File: config.mk
export PLATFORM = sky130hd
export DESIGN_NAME = bcd_countdown_timer
export DESIGN_NICKNAME = d
export VERILOG_FILES = /design/src/rtl/traffic_time_pkg.sv /design/src/rtl/bcd_digit_down.sv /design/src/rtl/bcd_countdown_timer.sv
export SDC_FILE = /design/constraint.sdc
export NUM_CORES = 1
export LEC_CHECK = 0
export ABC_AREA = 1
export BUFFER_PORTS_ARGS = -buffer_cell sky130_fd_sc_hd__buf_2
export CELL_PAD_IN_SITES_DETAIL_PLACEMENT = 0
export CELL_PAD_IN_SITES_GLOBAL_PLACEMENT = 2
export CORE_MARGIN = 5
export CORE_UTILIZATION = 30
export DETAILED_ROUTE_END_ITERATION = 10
export GPL_TIMING_DRIVEN = 0
export PLACE_DENSITY_LB_ADDON = 0.1
export SLEW_MARGIN = 10
export SYNTH_ARGS = -nofsm -noshare
export SYNTH_HDL_FRONTEND = slang
export SYNTH_SLANG_ARGS = --single-unit
File: constraint.sdc
create_clock -name i_clk -period 3.9 [get_ports i_clk]
set_input_delay 0.39 -clock i_clk [delete_from_list [all_inputs] [get_ports i_clk]]
set_output_delay 0.39 -clock i_clk [all_outputs]
set_load 0.01 [all_outputs]
File: src/rtl/traffic_time_pkg.sv
// Shared constants for the traffic phase BCD timer: FSM encoding, digit limits
// and the preset clamp helper.
package traffic_time_pkg;

   localparam int BCD_W = 4;

   localparam logic [1:0] ST_IDLE  = 2'd0;
   localparam logic [1:0] ST_RUN   = 2'd1;
   localparam logic [1:0] ST_PAUSE = 2'd2;
   localparam logic [1:0] ST_DONE  = 2'd3;

   localparam logic [BCD_W-1:0] SEC_TENS_MAX = 4'd5;
   localparam logic [BCD_W-1:0] ONES_MAX     = 4'd9;

   // Saturate an out-of-range preset digit to the largest legal value.
   function automatic logic [BCD_W-1:0] clamp_digit(input logic [BCD_W-1:0] i_d,
                                                    input logic [BCD_W-1:0] i_lim);
      clamp_digit = (i_d > i_lim) ? i_lim : i_d;
   endfunction

endpackage

File: src/rtl/bcd_digit_down.sv
// One BCD digit of a down-counter: wraps 0 -> max and borrows from the next
// digit up when decremented at zero.
module bcd_digit_down
   import traffic_time_pkg::*;
(
   input  logic [BCD_W-1:0] i_digit,
   input  logic [BCD_W-1:0] i_max,
   input  logic             i_dec,
   output logic [BCD_W-1:0] o_next,
   output logic             o_borrow
);

   logic w_zero;

   assign w_zero = (i_digit == 4'd0);

   // Decrement with wrap to the digit's maximum on underflow.
   always_comb begin
      o_next   = i_digit;
      o_borrow = 1'b0;
      if (i_dec) begin
         o_borrow = w_zero;
         o_next   = w_zero ? i_max : (i_digit - 4'd1);
      end else begin
         o_next   = i_digit;
         o_borrow = 1'b0;
      end
   end

endmodule

File: src/rtl/bcd_countdown_timer.sv
// BCD MM:SS phase countdown timer with load/start/pause control and a done pulse.
// Optional build macro TRAFFIC_AUTO_RELOAD_EN reloads the shadow preset at 00:00.
module bcd_countdown_timer
   import traffic_time_pkg::*;
#(
   parameter logic [BCD_W-1:0] MIN_TENS_MAX = 4'd5
)(
   input  logic             i_clk,
   input  logic             i_rst,
   input  logic             i_tick_1s,
   input  logic             i_load,
   input  logic             i_start,
   input  logic             i_pause,
   input  logic [BCD_W-1:0] i_preset_m10,
   input  logic [BCD_W-1:0] i_preset_m1,
   input  logic [BCD_W-1:0] i_preset_s10,
   input  logic [BCD_W-1:0] i_preset_s1,
   output logic [BCD_W-1:0] o_min_10,
   output logic [BCD_W-1:0] o_min1,
   output logic [BCD_W-1:0] o_sec_10,
   output logic [BCD_W-1:0] o_sec1,
   output logic             o_busy,
   output logic             o_done
);

   logic [1:0]       r_state;
   logic [BCD_W-1:0] r_m10, r_m1, r_s10, r_s1;
   logic             r_busy, r_done;

   logic [1:0]       w_nxt_state;
   logic [BCD_W-1:0] w_nxt_m10, w_nxt_m1, w_nxt_s10, w_nxt_s1;
   logic             w_nxt_busy, w_nxt_done;

   logic [BCD_W-1:0] w_ld_m10, w_ld_m1, w_ld_s10, w_ld_s1;
   logic [BCD_W-1:0] w_dec_m10, w_dec_m1, w_dec_s10, w_dec_s1;
   logic             w_s1_borrow, w_s10_borrow, w_m1_borrow, w_m10_borrow;
   logic             w_cnt_zero, w_cnt_one;

   assign w_ld_m10 = clamp_digit(i_preset_m10, MIN_TENS_MAX);
   assign w_ld_m1  = clamp_digit(i_preset_m1,  ONES_MAX);
   assign w_ld_s10 = clamp_digit(i_preset_s10, SEC_TENS_MAX);
   assign w_ld_s1  = clamp_digit(i_preset_s1,  ONES_MAX);

   assign w_cnt_zero = ({r_m10, r_m1, r_s10, r_s1} == 16'h0000);
   assign w_cnt_one  = ({r_m10, r_m1, r_s10, r_s1} == 16'h0001);

   bcd_digit_down u_s1 (
      .i_digit (r_s1),  .i_max (ONES_MAX),     .i_dec (1'b1),
      .o_next  (w_dec_s1),  .o_borrow (w_s1_borrow)
   );
   bcd_digit_down u_s10 (
      .i_digit (r_s10), .i_max (SEC_TENS_MAX), .i_dec (w_s1_borrow),
      .o_next  (w_dec_s10), .o_borrow (w_s10_borrow)
   );
   bcd_digit_down u_m1 (
      .i_digit (r_m1),  .i_max (ONES_MAX),     .i_dec (w_s10_borrow),
      .o_next  (w_dec_m1),  .o_borrow (w_m1_borrow)
   );
   bcd_digit_down u_m10 (
      .i_digit (r_m10), .i_max (MIN_TENS_MAX), .i_dec (w_m1_borrow),
      .o_next  (w_dec_m10), .o_borrow (w_m10_borrow)
   );

`ifdef TRAFFIC_AUTO_RELOAD_EN
   logic [BCD_W-1:0] r_sh_m10, r_sh_m1, r_sh_s10, r_sh_s1;
   logic             w_sh_zero;

   assign w_sh_zero = ({r_sh_m10, r_sh_m1, r_sh_s10, r_sh_s1} == 16'h0000);

   // Shadow copy of the last clamped preset, used for automatic reload.
   always_ff @(posedge i_clk or negedge i_rst) begin
      if (!i_rst) begin
         r_sh_m10 <= 4'd0;
         r_sh_m1  <= 4'd0;
         r_sh_s10 <= 4'd0;
         r_sh_s1  <= 4'd0;
      end else if (i_load) begin
         r_sh_m10 <= w_ld_m10;
         r_sh_m1  <= w_ld_m1;
         r_sh_s10 <= w_ld_s10;
         r_sh_s1  <= w_ld_s1;
      end else begin
         r_sh_m10 <= r_sh_m10;
         r_sh_m1  <= r_sh_m1;
         r_sh_s10 <= r_sh_s10;
         r_sh_s1  <= r_sh_s1;
      end
   end
`endif

   // Next-state logic: load beats start, start beats tick.
   always_comb begin
      w_nxt_state = r_state;
      w_nxt_m10   = r_m10;
      w_nxt_m1    = r_m1;
      w_nxt_s10   = r_s10;
      w_nxt_s1    = r_s1;
      w_nxt_done  = 1'b0;
      if (i_load) begin
         w_nxt_state = ST_IDLE;
         w_nxt_m10   = w_ld_m10;
         w_nxt_m1    = w_ld_m1;
         w_nxt_s10   = w_ld_s10;
         w_nxt_s1    = w_ld_s1;
      end else if (i_start) begin
         if ((r_state == ST_IDLE) || (r_state == ST_DONE)) begin
            if (w_cnt_zero) begin
               w_nxt_state = ST_DONE;
               w_nxt_done  = 1'b1;
            end else begin
               w_nxt_state = ST_RUN;
            end
         end else begin
            w_nxt_state = r_state;
         end
      end else begin
         case (r_state)
            ST_RUN: begin
               if (i_pause) begin
                  w_nxt_state = ST_PAUSE;
               end else if (i_tick_1s) begin
                  if (w_m10_borrow) begin
                     // Already at 00:00 while running: park safely without wrapping.
                     w_nxt_state = ST_DONE;
                  end else if (w_cnt_one) begin
                     w_nxt_done = 1'b1;
`ifdef TRAFFIC_AUTO_RELOAD_EN
                     if (w_sh_zero) begin
                        w_nxt_state = ST_DONE;
                        w_nxt_m10   = 4'd0;
                        w_nxt_m1    = 4'd0;
                        w_nxt_s10   = 4'd0;
                        w_nxt_s1    = 4'd0;
                     end else begin
                        w_nxt_state = ST_RUN;
                        w_nxt_m10   = r_sh_m10;
                        w_nxt_m1    = r_sh_m1;
                        w_nxt_s10   = r_sh_s10;
                        w_nxt_s1    = r_sh_s1;
                     end
`else
                     w_nxt_state = ST_DONE;
                     w_nxt_m10   = w_dec_m10;
                     w_nxt_m1    = w_dec_m1;
                     w_nxt_s10   = w_dec_s10;
                     w_nxt_s1    = w_dec_s1;
`endif
                  end else begin
                     w_nxt_m10 = w_dec_m10;
                     w_nxt_m1  = w_dec_m1;
                     w_nxt_s10 = w_dec_s10;
                     w_nxt_s1  = w_dec_s1;
                  end
               end else begin
                  w_nxt_state = ST_RUN;
               end
            end
            ST_PAUSE: begin
               if (!i_pause) begin
                  w_nxt_state = ST_RUN;
               end else begin
                  w_nxt_state = ST_PAUSE;
               end
            end
            ST_IDLE:  w_nxt_state = ST_IDLE;
            ST_DONE:  w_nxt_state = ST_DONE;
            default:  w_nxt_state = ST_IDLE;
         endcase
      end
   end

   assign w_nxt_busy = (w_nxt_state == ST_RUN) || (w_nxt_state == ST_PAUSE);

   // State, digit and output registers.
   always_ff @(posedge i_clk or negedge i_rst) begin
      if (!i_rst) begin
         r_state <= ST_IDLE;
         r_m10   <= 4'd0;
         r_m1    <= 4'd0;
         r_s10   <= 4'd0;
         r_s1    <= 4'd0;
         r_busy  <= 1'b0;
         r_done  <= 1'b0;
      end else begin
         r_state <= w_nxt_state;
         r_m10   <= w_nxt_m10;
         r_m1    <= w_nxt_m1;
         r_s10   <= w_nxt_s10;
         r_s1    <= w_nxt_s1;
         r_busy  <= w_nxt_busy;
         r_done  <= w_nxt_done;
      end
   end

   assign o_min_10 = r_m10;
   assign o_min1   = r_m1;
   assign o_sec_10 = r_s10;
   assign o_sec1   = r_s1;
   assign o_busy   = r_busy;
   assign o_done   = r_done;

endmodule
==> reports/results.txt <==
Status: finished clean
H-tree Lvls: 1
Min Hold Slack: 82.1 ps
Setup bufs post-CTS: 0
Vias in the first global route: 1,275
GP Congestion: 0.852
CP max FO: 4
Reg2reg end: o_min1[1]$_DFFE_PN0P_
Syn_area_per_cell: 7.78 um2
Fillers: 488
Final worst-path cycle share: 47.8%
Reg2reg path depth: 10
Switching share of power: 35.3%
Antenna violations before repair: 0
Min Tclk post-route: 1870 ps
Root Buffer: clkbuf_8
Cell Area, Synth: 1300 um2
Slew @ Worst Pin: 534 ps
Maximum VDD drop: 0.142 mV
Starting Density: 30.5%
Distinct cell type count after synthesis: 39
Routed Antenna Nets: 0
Number of detailed-route iterations in the first pass: 4
Ys flop type: dfrtp_1
RSZ-0062 raised after global routing: false
Clock network power share: 22.8%
Global-route wire length before repair: 5730 um
Post-synth EDFFs: 0
Commonest cells in the netlist: nand2_1 (28), inv_1 (25), dfrtp_1 (20), nor2_1 (20), nand3_1 (12)
Clock Path Buffers: 2
Area occupied by registers: 500 um2
Worst r2r src: r_state[1]$_DFF_PN0_
Total number of cells along the worst setup path: 10
Post-synth top area share: 38.5%
Sink Count: 20
Sequential area share after synthesis: 38.5%
Synthesized netlist cell count: 167
CP endpoint kind: flip-flop
CP peak stage delay: 420 ps
CP arrival: 2010 ps
Slew Limit Fails: 0
Resized Gates After CTS: 0
YS warnings: 0
Worst reg-to-reg setup slack: 2030 ps
Die W: 75.8 um
CP bufs+invs: 2
Crit path from: r_state[1]$_DFF_PN0_
Multi-input logic area: 688 um2
Largest net degree at the start of global routing: 21
Port Buf Inserts: 39
Critical Path RT: 4050 ps
Headroom to the max-slew limit: 64.4%
DR WL/cell: 13.3 um
Drt total wl: 3470 um
Final Hold Viols: 0
Die Y: 75.8 um
Num ports: 40
Clock Skews: 3.51 ps
Fin nets: 237
Worst-path clk slew: 70 ps
Clock latency on the worst-skew pair: 250 ps
Cell Rows: 24
Ranking of synthesized cells by area: dfrtp_1 (38%), nand2_1 (8.1%), inv_1 (7.2%)
Fmax achieved: 0.536 GHz
Final setup violation count: 0
Critical path endpoint: o_min1[1]$_DFFE_PN0P_
Setup CP Type: reg2reg
Synth Register Bits: 20
Crit path max-delay cell type: dfrtp_1
Layout area overhead: 23.2%
Leakage: 0.000816 uW
P per Cell Area: 367 nW/um2
Final design utilization: 37.6%
DRC errors left: 0
CTS hold repair buffers: 0
Count leader, synth: nand2_1
Flop pwr share: 45.7%
Power share of the combinational group: 31.5%
Vias per inst: 4.93
Setup_tns: 0 ps
N_diodes: 0
Syn_nets: 193
Core ar.: 4260 um2
Gr ovfl total: 0
Net Switching: 207 uW
Iteration-0 DRC Markers: 62
Int Power: 380 uW
Synth area leader: dfrtp_1
Startpoint Class: flip-flop
Vias: 1,288
Hold Crit Class: in2async
Max-cap violation count: 0
Fraction of registers with async set or reset after synthesis: 100%
Post-DP HPWL: 2770 um
Fraction of layout instances using a drive strength above 1: 29.2%
TritonCTS clock tree: built
CTS Buf Count: 3
Crit-path cells: inv_1 > ha_1 > inv_1 > nor2_1 > nand2_1 > nor2_2 > nand3b_1 > nand2_1 > o21ai_1 > a22o_1
GRT Total Usage: 13.1%
Die Footprint: 5750 um2
Crit-path leading delay family: simple AND/OR/NAND/NOR gates
==> area by class of cell <==
cell class	instances	area share, %
timing repair buffer	39	12.2
clock buffer	3	2.58
sequential	20	31.2
buffer	3	0.859
multi-input combinational	118	43.0
inverter	26	6.09
tap	52	4.06
==> per-layer routing <==
layer  vias up  routed length (um)  GRT usage [%]
met1       597                1570           16.7
met3         2                 229           3.96
met4         0                  24           4.08
met5         -                   0              0
li1        650                   -              -
met2        39                1660           21.1
==> per-stage QoR <==
stage,setup WS (ps),total power [uW],area [um2],cells
final,2030,587,1600,261
after global routing,1830,632,1600,261
after CTS,2020,598,1600,261
after detailed placement,2040,459,1560,258
after global placement,2050,456,1560,258
after floorplan,2300,386,1300,167
==> kinds of logic after synthesis <==
family	count (synthesis)	synth area share (%)
compound gates	33	18.8
fa+ha+maj	4	3.85
buf+inv	29	8.57
flops	20	38.5
mux	1	1.15
simple gates	80	29.2
==> power groups by stage <==
stage | Clock [uW] | Combinational [uW] | Sequential (uW)
after floorplan | 0 | 104 | 282
after global placement | 0 | 185 | 270
after detailed placement | 0 | 188 | 272
after CTS | 142 | 188 | 268
after global routing | 150 | 209 | 273
final | 134 | 185 | 268
==> registers in the layout, indices dropped and copies added, names as in the netlist <==
signal and flops:
o_min_10 4, o_min1 4, o_sec1 4, r_state 2
o_sec_10 4, o_busy 1, o_done 1
==> worst min path at each step <==
stage / start / endpoint / slack (ps) / cells after the start
finish: i_rst / o_min_10[3]$_DFFE_PN0P_ / 80 / 1
global route: i_rst / o_min_10[3]$_DFFE_PN0P_ / 120 / 1
CTS: i_rst / o_min_10[3]$_DFFE_PN0P_ / 100 / 1
detailed placement: i_rst / r_state[0]$_DFF_PN0_ / 380 / 1
global placement: i_rst / r_state[1]$_DFF_PN0_ / 380 / 1
floorplan: i_rst / o_busy$_DFF_PN0_ / 90 / 0
==> layout by cell type (no fill, tap or decap), types with 2 or more instances in the layout <==
cell,instances
buf_2,41
nand2_1,28
inv_1,25
nor2_1,20
dfrtp_1,20
nand3_1,12
nor2_2,5
a21oi_1,5
nand2_2,4
ha_1,4
nand4_1,3
clkbuf_8,3
nor2_4,2
a211oi_1,2
o32ai_1,2
o21ai_0,2
nor3_1,2
a2111oi_0,2
o211ai_1,2
o221ai_1,2
a22o_1,2
o22ai_1,2
a22oi_1,2
(Power assumes the default switching activity.)
